### src/rtl/crossing_request_arbiter.sv
// Round-robin scheduler for crossing requests: edge-captured pending bits, valid/ack grant, minimum quiet gap.
// Optional offer timeout is enabled by defining ARB_TIMEOUT_EN.
module crossing_request_arbiter #(
  parameter int unsigned MIN_GAP = 1000,
  parameter int unsigned TIMEOUT = 5000
) (
  input  logic       clk,
  input  logic       reset,
  input  logic [3:0] req_clean,
  input  logic       grant_ack,
  input  logic       service_done,
  output logic       grant_valid,
  output logic [1:0] grant_id,
  output logic [3:0] pending,
  output logic       timeout
);

  if (MIN_GAP < 1 || MIN_GAP >= (1 << 19) || TIMEOUT < 1 || TIMEOUT >= (1 << 19)) begin : g_bad_param
    $error("crossing_request_arbiter: MIN_GAP and TIMEOUT must be in [1, 2^19)");
  end

  typedef enum logic [1:0] {
    IDLE,
    OFFER,
    SERVE,
    GAP
  } state_t;

  localparam logic [18:0] GAP_LAST = 19'(MIN_GAP - 1);
`ifdef ARB_TIMEOUT_EN
  localparam logic [18:0] TO_LAST  = 19'(TIMEOUT - 1);
`endif

  state_t      state;
  logic [3:0]  req_prev;
  logic [3:0]  rise_q;
  logic [1:0]  rr_ptr;
  logic [18:0] cnt;
  logic [1:0]  pick;
  logic [1:0]  idx;
  logic [3:0]  clr_mask;

  // Descending scan so the lowest offset from rr_ptr is the last (winning) assignment.
  always_comb begin
    pick = rr_ptr;
    idx  = rr_ptr;
    for (int unsigned k = 4; k > 0; k--) begin
      idx = rr_ptr + 2'(k - 1);
      if (pending[idx]) pick = idx;
    end
  end

  always_comb begin
    clr_mask = '0;
    if (state == OFFER && grant_ack) clr_mask = 4'b0001 << grant_id;
  end

  always_ff @(posedge clk) begin
    if (reset) begin
      state       <= IDLE;
      pending     <= '0;
      rr_ptr      <= '0;
      grant_valid <= 1'b0;
      grant_id    <= '0;
      timeout     <= 1'b0;
      cnt         <= '0;
      req_prev    <= req_clean;
      rise_q      <= '0;
    end else begin
      req_prev <= req_clean;
      rise_q   <= req_clean & ~req_prev;
      timeout  <= 1'b0;
      // A fresh edge for the id being acked re-arms it: set wins over clear.
      pending  <= (pending & ~clr_mask) | rise_q;
      case (state)
        IDLE: begin
          if (|pending) begin
            grant_id    <= pick;
            grant_valid <= 1'b1;
            cnt         <= '0;
            state       <= OFFER;
          end
        end
        OFFER: begin
          if (grant_ack) begin
            grant_valid <= 1'b0;
            rr_ptr      <= grant_id + 2'd1;
            state       <= SERVE;
          end
`ifdef ARB_TIMEOUT_EN
          else if (cnt == TO_LAST) begin
            grant_valid <= 1'b0;
            timeout     <= 1'b1;
            rr_ptr      <= grant_id + 2'd1;
            cnt         <= '0;
            state       <= GAP;
          end else begin
            cnt <= cnt + 19'd1;
          end
`endif
        end
        SERVE: begin
          if (service_done) begin
            cnt   <= '0;
            state <= GAP;
          end
        end
        GAP: begin
          if (cnt == GAP_LAST) state <= IDLE;
          else                 cnt   <= cnt + 19'd1;
        end
        default: state <= IDLE;
      endcase
    end
  end

endmodule

### config.mk
export PLATFORM = sky130hd
export DESIGN_NAME = crossing_request_arbiter
export DESIGN_NICKNAME = d
export VERILOG_FILES = /design/src/rtl/crossing_request_arbiter.sv
export SDC_FILE = /design/constraint.sdc
export NUM_CORES = 1
export LEC_CHECK = 0
export ABC_AREA = 0
export CORE_MARGIN = 2
export CORE_UTILIZATION = 55
export DETAILED_ROUTE_END_ITERATION = 12
export GPL_TIMING_DRIVEN = 0
export HOLD_SLACK_MARGIN = 0.05
export PLACE_DENSITY_LB_ADDON = 0.3
export SLEW_MARGIN = 15
export SYNTH_ARGS = -nofsm -noshare
export SYNTH_HDL_FRONTEND = slang
export SYNTH_SLANG_ARGS = --single-unit
### constraint.sdc
create_clock -name clk -period 3.29 [get_ports clk]
set_input_delay 0.329 -clock clk [delete_from_list [all_inputs] [get_ports clk]]
set_output_delay 0.329 -clock clk [all_outputs]
set_load 0.05 [all_outputs]
# Word-level counts from Yosys, hierarchy flattened
# Index checks and enable logic that the tools add are counted.
# totals
ff_bits	38
inputBits	8
output_inout_bits	8
word_cells	67
# op_classes
add_sub_neg	5
n_lt_le_gt_ge	4
eq_ne	9
n_shift	1
n_mux	25
bitwise	5
reduce_logical	10
# ops
operator	n
19-bit 2-to-1 mux	3
19-bit one-hot mux with 3 select lines	1
19-bit by 1-bit adder with 19-bit output, second input constant	1
19-bit by 10-bit equality test with 1-bit output, second input constant	1
2-bit 2-to-1 mux	8
2-bit by 3-bit less-than comparator with 1-bit output, second input constant	4
2-bit inequality test, second input constant	5
4-bit AND	2
1-bit binary-select mux with 2-bit select	4
4-bit inverter	2
2-bit one-hot mux with 4 select lines	1
4-bit AND reduction	2
1-bit 2-to-1 mux	6
2-bit by 1-bit adder with 2-bit output, second input constant	2
2-bit adder, second input constant	2
2-bit equality test, second input constant	2
4-bit 2-to-1 mux	1
4-bit bitwise OR	1
2-bit AND reduction	2
4-bit OR reduction	1
1-bit by 2-bit << shifter with 4-bit output, first input constant	1
3-bit AND reduction	1
3-bit nonzero test	1
2-bit by 1-bit equality test with 1-bit output, second input constant	1
4 further kinds	4

# Longest topological paths before layout
# depth
word_depth	7
depth_mapped	8
ltp_nobuf	7

# Least setup slack after synthesis
# OpenSTA, ideal clock, no wires.
# synth_path
path_kind	reg-to-reg
from	register pending[1]
to	register cnt[15]
setup_ps	59
arrival_time_ps	1980
required_ps	3231
slack_ps	1250
path_stages_with_launch	7
n_path_buf	1
period_less_slack_ps	2040
cell_sequence	dfxtp_1 nor4_4 a211oi_4 a21o_1 buf_6 or4_1 nand2_1
# synth_between
elab_chain_cells	3
# synth_rtl
element	line_no	source
start, declared	14	output logic [3:0] pending,
start signal, assigned	74	pending <= (pending & ~clr_mask) | rise_q;
4-bit OR reduction	77	if (|pending) begin
2-bit inequality test (no source line)	n/a	
4-bit AND reduction (no source line)	n/a	
end signal, assigned	110	else cnt <= cnt + 19'd1;
end, declared	38	logic [18:0] cnt;
# No other way between the ends.
# A chain may end at the register's enable or synchronous reset.

# Worst setup path after layout
# layout_path
from	register state[0]
to	register cnt[16]
# layout_between
elab_chain_cells	3
word_cells_on_any_way	9
cone_classes	eq/ne: 5; mux: 1; reduce/logical: 3
# layout_rtl
element	line_no	source
start, declared	34	state_t state;
start signal, assigned	60	state <= IDLE;
start signal, assigned	81	state <= OFFER;
start signal, assigned	88	state <= SERVE;
2-bit equality test or 2-bit zero test (tied branches)	75	case (state)
2-bit inequality test (no source line) or 3-bit nonzero test (tied branches)	n/a	
4-bit AND reduction (no source line)	n/a	
# Several ways; a longest one is shown, not always the timed one.

==> results.py <==
metrics = {
    "clock_tree": {
        "clkTransAtPathRegs_ns": 0.12,
        "cts_tree": "yes",
        "cts_setup_buffers": 0,
        "cts_resized": 0,
        "cts_sinks": 38,
        "htree_levels": 2,
        "postCtsHoldBufs": 0,
        "clockRootBuffer": "clkbuf_4",
        "cts_buffers": 5,
        "clockBufferDepth": 2,
        "clock_latency_ns": 0.36,
    },
    "synth": {
        "synth-compound-area-share": 0.119,
        "syn_area_mm2": 0.00180,
        "synth_common_cells": "dfxtp_1, nor2_1, a21oi_1, nand2_1, xor2_1",
        "async_flop_share": 0,
        "syn-num-nets": 227,
        "synthMuxAreaShare": 0.0111,
        "synth_top_family_by_area": "simple AND/OR/NAND/NOR gates",
        "yosys.area_share.adder": 0.0763,
        "synth_cell_types": 37,
        "synth_top_flop_cell": "dfxtp_1",
        "ys_seq_elements": 38,
        "synth-xor-area-share": 0.0632,
        "synth_most_common_cell": "dfxtp_1",
        "syn_avg_cell_area_um2": 8.67,
        "synth_area_leaders": "dfxtp_1, ha_1, nor2_1",
        "yosys_warnings": 0,
        "synth.largest_area_cell": "dfxtp_1",
        "netlist_instances": 208,
        "yosysSeqAreaShare": 0.422,
        "synth-edff-count": 0,
        "synthSimpleGateAreaFrac": 0.264,
        "yosys.area.top_type_share": 0.422,
    },
    "detailed_routing": {
        "routedWlPerCell_um": 13.3,
        "antenna_left": 0,
        "drc_errors": 0,
        "drt_first_pass_iters": 4,
        "vias_per_cell": 5.52,
        "wirelength_um": 3620,
        "vias": 1507,
        "first_iter_violations": 86,
    },
    "sta": {
        "relSlewSlack": 0.515,
        "setup_tns_ns": 0,
        "setup_viol": 0,
        "fmax_ghz": 0.432,
        "period_needed_ns": 2.32,
        "rsz0062_at_grt": "no",
        "hold_violations": 0,
        "slew_violations": 0,
        "finalCritPeriodShare": 0.704,
        "clock_skew_ns": 0.0184,
        "tightest_slew_ns": 0.722,
        "worst_slack_ns": 0.974,
    },
    "placed_design": {
        "dp_hpwl_um": 2540,
        "io_buffer_count": 13,
        "dp_cells": 265,
        "placed_cell_area_mm2": 0.00199,
        "post-place-ws_ns": 1.04,
        "globalplace.congestion": 0.841,
    },
    "global_routing": {
        "grt_max_degree": 12,
        "grt.overflow.total": 0,
        "antenna_found_initial": 0,
        "grt_usage": 0.216,
        "grt_pass1_vias": 1281,
        "grt_pass1_wl_um": 5860,
    },
    "layout": {
        "seq_area_um2": 761,
        "drive_gt1_frac": 0.0480,
        "multiInputGateArea_um2": 967,
        "diodes": 0,
        "fill_cells": 272,
        "final_cells": 273,
        "design_area_mm2": 0.00205,
        "fin_nets": 247,
        "syn_to_final_growth_pct": 13.6,
        "fin_util": 0.665,
    },
    "floorplanning": {
        "start_util": 0.586,
        "core_mm2": 0.00308,
        "die_w_um": 61.3,
        "fp-row-count": 20,
        "design.die.area_mm2": 0.00375,
        "ioPinCount": 16,
        "fp.dieH_um": 61.3,
    },
    "power_and_ir_drop": {
        "ir_drop_v": 0.000406,
        "leakage_nw": 0.745,
        "power_density_mw_per_mm2": 586,
    },
    "critical_path": {
        "regToRegSetupSlack_ns": 0.97,
        "worstSetupPathType": "flop to flop",
        "cp-end-kind": "flop",
        "worst_setup_path_start_kind": "flop",
        "cp_max_fo": 10,
        "worstPathRequired_ns": 3.60,
        "crit_arrival_ns": 2.62,
    },
    "job": {
        "maxCapViolCount": 0,
    },
    "run_status": {
        "status": "finished, final reports clean",
    },
    "worst_hold_path": {
        "hp-class": "flop to flop",
    },
}
[sequential cells by signal, indices dropped and copies added, names as in the netlist]
register	cells
cnt	19
grant_id	2
grant_valid	1
pending	4
req_prev	4
rise_q	4
rr_ptr	2
state	2
[layer usage]
metal / vias up / GRT usage / routed length, µm
met5: - / 0 / 0
met1: 706 / 0.299 / 1850
met3: 8 / 0.0819 / 161
met4: 0 / 0.0745 / 65
li1: 763 / - / -
met2: 30 / 0.309 / 1540
[logic make-up after synthesis]
group / Yosys count
buf+inv: 17
compound gates: 34
other cells: 1
simple gates: 92
fa+ha+maj: 11
mux: 2
xor+xnor: 13
flops: 38
[report_power, final]
part           switching [W]  internal, W  leakage, nW
registers          0.0000355     0.000493        0.310
logic               0.000275     0.000144        0.400
clock network       0.000150     0.000104       0.0353
total               0.000461     0.000740        0.745
[worst max-delay path: stages, from the launching register on]
cell and delay (ns):
dfxtp_1 0.44, inv_1 0.12, ha_1 0.21, nor2b_1 0.17, a211oi_4 0.41, clkbuf_1 0.42, nand4_1 0.22, xor2_1 0.19
nor2_1 0.08
[cell usage in the layout, fill, tap and decap left out, types with 3 or more instances in the layout]
| cell | count |
|---|---|
| a21oi_1 | 17 |
| and4_1 | 3 |
| clkbuf_1 | 6 |
| clkbuf_4 | 5 |
| clkdlybuf4s50_1 | 13 |
| dfxtp_1 | 38 |
| ha_1 | 11 |
| inv_1 | 10 |
| nand2_1 | 17 |
| nand3_1 | 9 |
| nand4_1 | 9 |
| nor2_1 | 31 |
| nor3b_1 | 4 |
| nor4_1 | 3 |
| o21ai_0 | 6 |
| or3_1 | 4 |
| xor2_1 | 13 |
[path summary, 6_finish.rpt]
check              start   endpoint  cells past startpoint
max             state[0]    cnt[16]                      8
min reg2reg  req_prev[2]  rise_q[2]                      1
min          req_prev[2]  rise_q[2]                      1
max reg2reg     state[0]    cnt[16]                      8
[area by class of cell]
class	instances	share of cell area
buffer	7	0.0183
clock buffer	7	0.0269
clock inverter	1	0.00244
inverter	10	0.0183
multi-input combinational	153	0.472
sequential	38	0.371
tap	44	0.0269
timing repair buffer	13	0.0635
[metrics by stage]
stage	hold WS (ns)	total power (W)
final	0.395	0.00120
after global routing	0.407	0.00128
after CTS	0.393	0.00120
after detailed placement	0.378	0.000949
after global placement	0.378	0.000936
after floorplan	0.357	0.000843
Note: power is estimated with default switching activity, not from simulation.
